**src/rtl/oled_pkg.sv**
```systemverilog
// Shared types and command constants for the OLED text feeder.
package oled_pkg;

  typedef enum logic [2:0] {
    INIT_FUNC,
    INIT_DISP,
    INIT_CLEAR,
    INIT_ENTRY,
    INIT_POWER,
    IDLE,
    SET_ADDR,
    SEND_CHAR
  } state_t;

  localparam logic [8:0] CMD_FUNC_SET = 9'h038;
  localparam logic [8:0] CMD_DISP_ON  = 9'h00C;
  localparam logic [8:0] CMD_CLEAR    = 9'h001;
  localparam logic [8:0] CMD_ENTRY    = 9'h006;
  localparam logic [8:0] CMD_PWR_CHAR = 9'h017;

  localparam int         RS_BIT     = 8;
  localparam logic [7:0] CMD_DDRAM  = 8'h80;
  localparam logic [7:0] CHAR_SPACE = 8'h20;

  function automatic logic [8:0] ddram_word(input logic [7:0] base);
    return {1'b0, CMD_DDRAM | base};
  endfunction

  function automatic logic [8:0] char_word(input logic [7:0] ch);
    logic [8:0] w;
    w         = {1'b0, ch};
    w[RS_BIT] = 1'b1;
    return w;
  endfunction

endpackage

```
**src/rtl/oled_text_buf.sv**
```systemverilog
// 2xCOLS character store with one write port, a combinational read port and,
// under OLED_TEXT_FEEDER_DIRTY_EN, per-row dirty tracking.
module oled_text_buf
  import oled_pkg::*;
#(
  parameter int COLS = 16,
  parameter int AW   = $clog2(2*COLS)
) (
  input  logic          clk,
  input  logic          reset,
  input  logic          wr_en,
  input  logic [AW-1:0] wr_addr,
  input  logic [7:0]    wr_data,
  input  logic [AW-1:0] rd_addr,
  output logic [7:0]    rd_data
`ifdef OLED_TEXT_FEEDER_DIRTY_EN
  ,
  input  logic          clr_en,
  input  logic          clr_row,
  output logic [1:0]    dirty
`endif
);

  localparam int        DEPTH   = 2*COLS;
  localparam logic [AW:0] DEPTH_W = (AW+1)'(DEPTH);

  logic [7:0] mem [DEPTH];
  logic       wr_ok;

  assign wr_ok   = wr_en && ({1'b0, wr_addr} < DEPTH_W);
  assign rd_data = mem[rd_addr];

  always_ff @(posedge clk or negedge reset) begin
    if (!reset) begin
      for (int i = 0; i < DEPTH; i++) mem[i] <= CHAR_SPACE;
    end else if (wr_ok) begin
      mem[wr_addr] <= wr_data;
    end
  end

`ifdef OLED_TEXT_FEEDER_DIRTY_EN
  localparam logic [AW:0] COLS_W = (AW+1)'(COLS);

  logic       wr_row;
  logic [1:0] dirty_nxt;

  assign wr_row = ({1'b0, wr_addr} >= COLS_W);

  // A host write lands after the clear so it survives a same-cycle collision.
  always_comb begin
    dirty_nxt = dirty;
    if (clr_en) dirty_nxt[clr_row] = 1'b0;
    if (wr_ok)  dirty_nxt[wr_row]  = 1'b1;
  end

  always_ff @(posedge clk or negedge reset) begin
    if (!reset) dirty <= 2'b11;
    else        dirty <= dirty_nxt;
  end
`endif

endmodule

```
**src/rtl/oled_text_feeder.sv**
```systemverilog
// Init sequencer and row streamer feeding the 16x2 OLED bus driver.
// Optional OLED_TEXT_FEEDER_DIRTY_EN: refresh only rows written since last pass.
module oled_text_feeder
  import oled_pkg::*;
#(
  parameter int         COLS      = 16,
  parameter logic [7:0] ROW1_BASE = 8'h40
) (
  input  logic                       clk,
  input  logic                       reset,
  input  logic                       wr_en,
  input  logic [$clog2(2*COLS)-1:0]  wr_addr,
  input  logic [7:0]                 wr_data,
  input  logic                       cmd_ready,
  output logic [8:0]                 cmd,
  output logic                       cmd_strobe,
  output logic                       cmd_wait,
  output logic                       init_done
);

  localparam int            AW       = $clog2(2*COLS);
  localparam int            CW       = $clog2(COLS);
  localparam logic [AW-1:0] ROW1_OFS = AW'(COLS);
  localparam logic [CW-1:0] LAST_COL = CW'(COLS-1);

  state_t        state, state_nxt;
  logic          row, row_nxt;
  logic [CW-1:0] col, col_nxt;
  logic          issue_ok, issue, issue_wait, init_done_nxt;
  logic [8:0]    issue_word;
  logic [AW-1:0] rd_addr;
  logic [7:0]    rd_data;
  logic          clr_en;
`ifdef OLED_TEXT_FEEDER_DIRTY_EN
  logic [1:0]    dirty;
`endif

  // The strobe term blocks a second issue while the driver has not yet dropped ready.
  assign issue_ok = cmd_ready && !cmd_strobe;
  assign rd_addr  = row ? (ROW1_OFS + AW'(col)) : AW'(col);

  oled_text_buf #(.COLS(COLS), .AW(AW)) u_buf (
    .clk     (clk),
    .reset   (reset),
    .wr_en   (wr_en),
    .wr_addr (wr_addr),
    .wr_data (wr_data),
    .rd_addr (rd_addr),
    .rd_data (rd_data)
`ifdef OLED_TEXT_FEEDER_DIRTY_EN
    ,
    .clr_en  (clr_en),
    .clr_row (row),
    .dirty   (dirty)
`endif
  );

  always_comb begin
    state_nxt     = state;
    row_nxt       = row;
    col_nxt       = col;
    issue         = 1'b0;
    issue_word    = '0;
    issue_wait    = 1'b0;
    init_done_nxt = init_done;
    clr_en        = 1'b0;
    case (state)
      INIT_FUNC: if (issue_ok) begin
        issue = 1'b1; issue_word = CMD_FUNC_SET; issue_wait = 1'b1; state_nxt = INIT_DISP;
      end
      INIT_DISP: if (issue_ok) begin
        issue = 1'b1; issue_word = CMD_DISP_ON; issue_wait = 1'b1; state_nxt = INIT_CLEAR;
      end
      INIT_CLEAR: if (issue_ok) begin
        issue = 1'b1; issue_word = CMD_CLEAR; issue_wait = 1'b1; state_nxt = INIT_ENTRY;
      end
      INIT_ENTRY: if (issue_ok) begin
        issue = 1'b1; issue_word = CMD_ENTRY; issue_wait = 1'b1; state_nxt = INIT_POWER;
      end
      INIT_POWER: if (issue_ok) begin
        issue = 1'b1; issue_word = CMD_PWR_CHAR; issue_wait = 1'b1;
        state_nxt = IDLE; init_done_nxt = 1'b1;
      end
      IDLE: begin
`ifdef OLED_TEXT_FEEDER_DIRTY_EN
        if (dirty[0]) begin
          row_nxt = 1'b0; col_nxt = '0; state_nxt = SET_ADDR;
        end else if (dirty[1]) begin
          row_nxt = 1'b1; col_nxt = '0; state_nxt = SET_ADDR;
        end
`else
        row_nxt   = ~row;
        col_nxt   = '0;
        state_nxt = SET_ADDR;
`endif
      end
      SET_ADDR: if (issue_ok) begin
        issue      = 1'b1;
        issue_word = ddram_word(row ? ROW1_BASE : 8'h00);
        issue_wait = 1'b1;
        clr_en     = 1'b1;
        state_nxt  = SEND_CHAR;
      end
      SEND_CHAR: if (issue_ok) begin
        issue      = 1'b1;
        issue_word = char_word(rd_data);
        col_nxt    = col + CW'(1);
        if (col == LAST_COL) state_nxt = IDLE;
      end
      default: state_nxt = INIT_FUNC;
    endcase
  end

  // Row resets to 1 so the free-running alternation starts with row 0.
  always_ff @(posedge clk or negedge reset) begin
    if (!reset) begin
      state      <= INIT_FUNC;
      row        <= 1'b1;
      col        <= '0;
      cmd        <= '0;
      cmd_strobe <= 1'b0;
      cmd_wait   <= 1'b0;
      init_done  <= 1'b0;
    end else begin
      state      <= state_nxt;
      row        <= row_nxt;
      col        <= col_nxt;
      cmd_strobe <= issue;
      init_done  <= init_done_nxt;
      if (issue) begin
        cmd      <= issue_word;
        cmd_wait <= issue_wait;
      end
    end
  end

endmodule

```
**config.mk**
```make
export PLATFORM = sky130hd
export DESIGN_NAME = oled_text_feeder
export DESIGN_NICKNAME = d
export VERILOG_FILES = /design/src/rtl/oled_pkg.sv /design/src/rtl/oled_text_buf.sv /design/src/rtl/oled_text_feeder.sv
export SDC_FILE = /design/constraint.sdc
export NUM_CORES = 1
export LEC_CHECK = 0
export ABC_AREA = 1
export BUFFER_PORTS_ARGS = -buffer_cell sky130_fd_sc_hd__buf_2
export CAP_MARGIN = 0
export CORE_MARGIN = 1
export CORE_UTILIZATION = 55
export CTS_CLUSTER_SIZE = 24
export DETAILED_ROUTE_END_ITERATION = 10
export PLACE_DENSITY = 0.79
export SLEW_MARGIN = 20
export SYNTH_ARGS = -nofsm -noshare
export SYNTH_HDL_FRONTEND = slang
export SYNTH_SLANG_ARGS = --single-unit
```
**constraint.sdc**
```tcl
create_clock -name clk -period 2 [get_ports clk]
set_input_delay 0 -clock clk [delete_from_list [all_inputs] [get_ports clk]]
set_output_delay 0 -clock clk [all_outputs]
set_load 0.02 [all_outputs]
```
==> flow_summary.json <==
{
  "yosysMostFrequentCell": "nand2_1",
  "cp_max_fo": 32,
  "fp.dieArea_um2": 23890,
  "crit_path_start_kind": "flop",
  "crit_type": "flop to flop",
  "rsz0062_at_grt": "false",
  "place_congestion": 0.8880,
  "p_per_area_nw_per_um2": 1347,
  "async_flop_share_pct": 100.0,
  "grt_usage_pct": 30.51,
  "maxCapViolCount": 0,
  "vias": 11119,
  "synthFlopType": "dfrtp_1",
  "finClkSkew_ns": 0.01353,
  "synth-edff-count": 0,
  "fmaxAchievable_mhz": 532.8,
  "nets": 1599,
  "design.portCount": 29,
  "postRouteAntennaNets": 0,
  "holdWs_ns": -0.01174,
  "min_period_over_period_pct": 93.85,
  "drc": 0,
  "synth_fp_nets": 1604,
  "ir_drop_mv": 0.7934,
  "drv_slew": 0,
  "final.setup.tns_ns": 0,
  "grt_pass1_wl_um": 57370,
  "finalWirelength_um": 35220,
  "synth_cells": 1586,
  "first_pass_iters": 6,
  "core-area_um2": 22710,
  "crit_required_ns": 2.49,
  "violations": "hold timing",
  "hold_path.class": "input port to async pin",
  "cp.arrival_ns": 2.36,
  "grt_pass1_vias": 10624,
  "tritoncts": "built",
  "insertion_delay_ns": 0.55,
  "synth_seq_cells": 276,
  "hpwlAfterDp_um": 21910,
  "tightest_slew_ns": 0.6928,
  "port_buffers": 28,
  "grt_max_degree": 70,
  "slew_headroom_pct": 53.76,
  "leakagePower_nw": 6.599,
  "final_util_pct": 62.67,
  "pre_cts_slack_ns": 0.2252,
  "synth_top_area_share_pct": 47.50,
  "drive_gt1_share_pct": 10.61,
  "synthTopCellsByArea": "dfrtp_1, nand2_1, o21ai_0, dfstp_2, nand3_1",
  "drtIter0Drc": 1299,
  "clock-sinks": 276,
  "ys_seq_area_share_pct": 54.28,
  "post_cts_resized": 0,
  "die_h_um": 154.6,
  "ys_warn_count": 0,
  "rows": 55,
  "fin_area_um2": 14230,
  "htree_levels": 1,
  "areaGrowthSynthToFinish_pct": 11.17,
  "yosys-top-cells-count": "nand2_1, o21ai_0, dfrtp_1, nand3_1, nor2_1",
  "finalWorstSetupSlack_ns": 0.1230,
  "vias_per_cell": 5.889,
  "min_period_ns": 1.877,
  "ys_types": 26,
  "setup_viol": 0,
  "yosys.area.top_type": "dfrtp_1",
  "path_clk_slew_ns": 0.07,
  "numCtsBuffers": 28,
  "synth_area_um2": 12800,
  "die_w_um": 154.6,
  "initial_utilization_pct": 56.37,
  "grt-ovfl-total": 0,
  "outcome": "finished with violations",
  "clock_tree.root_cell": "clkbuf_16",
  "postSynthAreaPerCell_um2": 8.071,
  "dpl-instance-area_um2": 13190,
  "finalHoldViolCount": 2,
  "antenna_cells": 0,
  "crit_path_end_kind": "flop",
  "wl_per_cell_um": 18.65,
  "antenna_found_initial": 0,
  "cts_max_path_buffers": 3
}
==> layer usage <==
metal / up-vias / GRT usage (%) / part of all wire (%)
met5: - / 0 / 0
met4: 0 / 12.31 / 3.8
met3: 98 / 5.240 / 8.2
met2: 506 / 48.22 / 46
met1: 5357 / 42.13 / 42
li1: 5158 / - / -
==> worst max-delay path: stages (launching register included) <==
cell      delay, ns
dfrtp_4        0.53
inv_4          0.12
buf_12         0.19
nor2_1         0.06
o211ai_1       0.50
nand2_1        0.12
nand3_1        0.10
nand3_1        0.10
nand3_1        0.10
==> cells by family after synthesis <==
| group | count (synthesis) | share of synthesized area, % |
|---|---|---|
| AND/OR/NAND/NOR | 838 | 26.71 |
| XOR/XNOR | 1 | 0.06843 |
| buffers and inverters | 145 | 5.679 |
| AO/OA/AOI/OAI | 325 | 13.17 |
| flip-flops | 276 | 54.28 |
| adder cells (fa/ha/maj) | 1 | 0.09773 |
==> sequential cells by signal, summed over array words and instances (netlist names) <==
| name | count |
|---|---|
| cmd | 9 |
| state | 3 |
| init_done | 1 |
| u_buf.mem | 256 |
| col | 4 |
| cmd_strobe | 1 |
| row | 1 |
| cmd_wait | 1 |
==> area by class of cell <==
type                       instances  area (um^2)
clock buffer                      40        817.0
clock inverter                    12        192.7
fill                            1909         8478
inverter                          34        130.1
multi-input combinational       1165         5126
sequential                       276         6953
tap                              285        356.6
timing repair buffer              76        655.6
==> placed cells by master, fill, tap and decap left out, drive strengths merged <==
cell	netlist	layout
inv	34	34
dfrtp	243	243
clkinvlp	0	3
dfstp	33	33
nor2	70	70
a31oi	1	1
buf	73	73
nand3	142	142
xor2	1	1
nand2	610	610
dlygate4sd3	0	3
clkinv	0	4
ha	1	1
bufinv	0	5
clkbuf	38	40
a211oi	1	1
nand4	1	1
o211ai	22	22
o21ai	250	250
or2	1	1
a21oi	51	51
nor3	14	14
==> power by group <==
part	switching, mW	total (mW)	internal, mW
logic	3.93	5.86	1.93
registers	0.758	7.61	6.85
clock network	2.22	5.70	3.48
==> what timing repair did <==
item / CTS / global route
hold endpoints to repair: 261 / 0
setup buffers: 0 / 0
hold buffers: 3 / 0
==> metrics by stage <==
step | instances | total power, mW
floorplan | 1586 | 11.39
global placement | 1833 | 13.22
detailed placement | 1833 | 13.36
CTS | 1888 | 19.06
global route | 1888 | 20.16
finish | 1888 | 19.17
==> worst paths after layout <==
path	cells after the start	startpoint	endpoint	slack, ns
worst min-delay path	2	reset	u_buf.mem[147]$_DFFE_PN0P_	-0.01
max in group asynchronous	3	reset	u_buf.mem[13]$_DFFE_PN1P_	1.19
min in group clk	4	wr_data[0]	u_buf.mem[8]$_DFFE_PN0P_	0.03
worst max register to register	8	col[0]$_DFFE_PN0P_	cmd[5]$_DFFE_PN0P_	0.12
worst max-delay path	8	col[0]$_DFFE_PN0P_	cmd[5]$_DFFE_PN0P_	0.12
worst min register to register	2	u_buf.mem[78]$_DFFE_PN0P_	u_buf.mem[78]$_DFFE_PN0P_	0.48
Note: power is estimated with default switching activity, not from simulation.
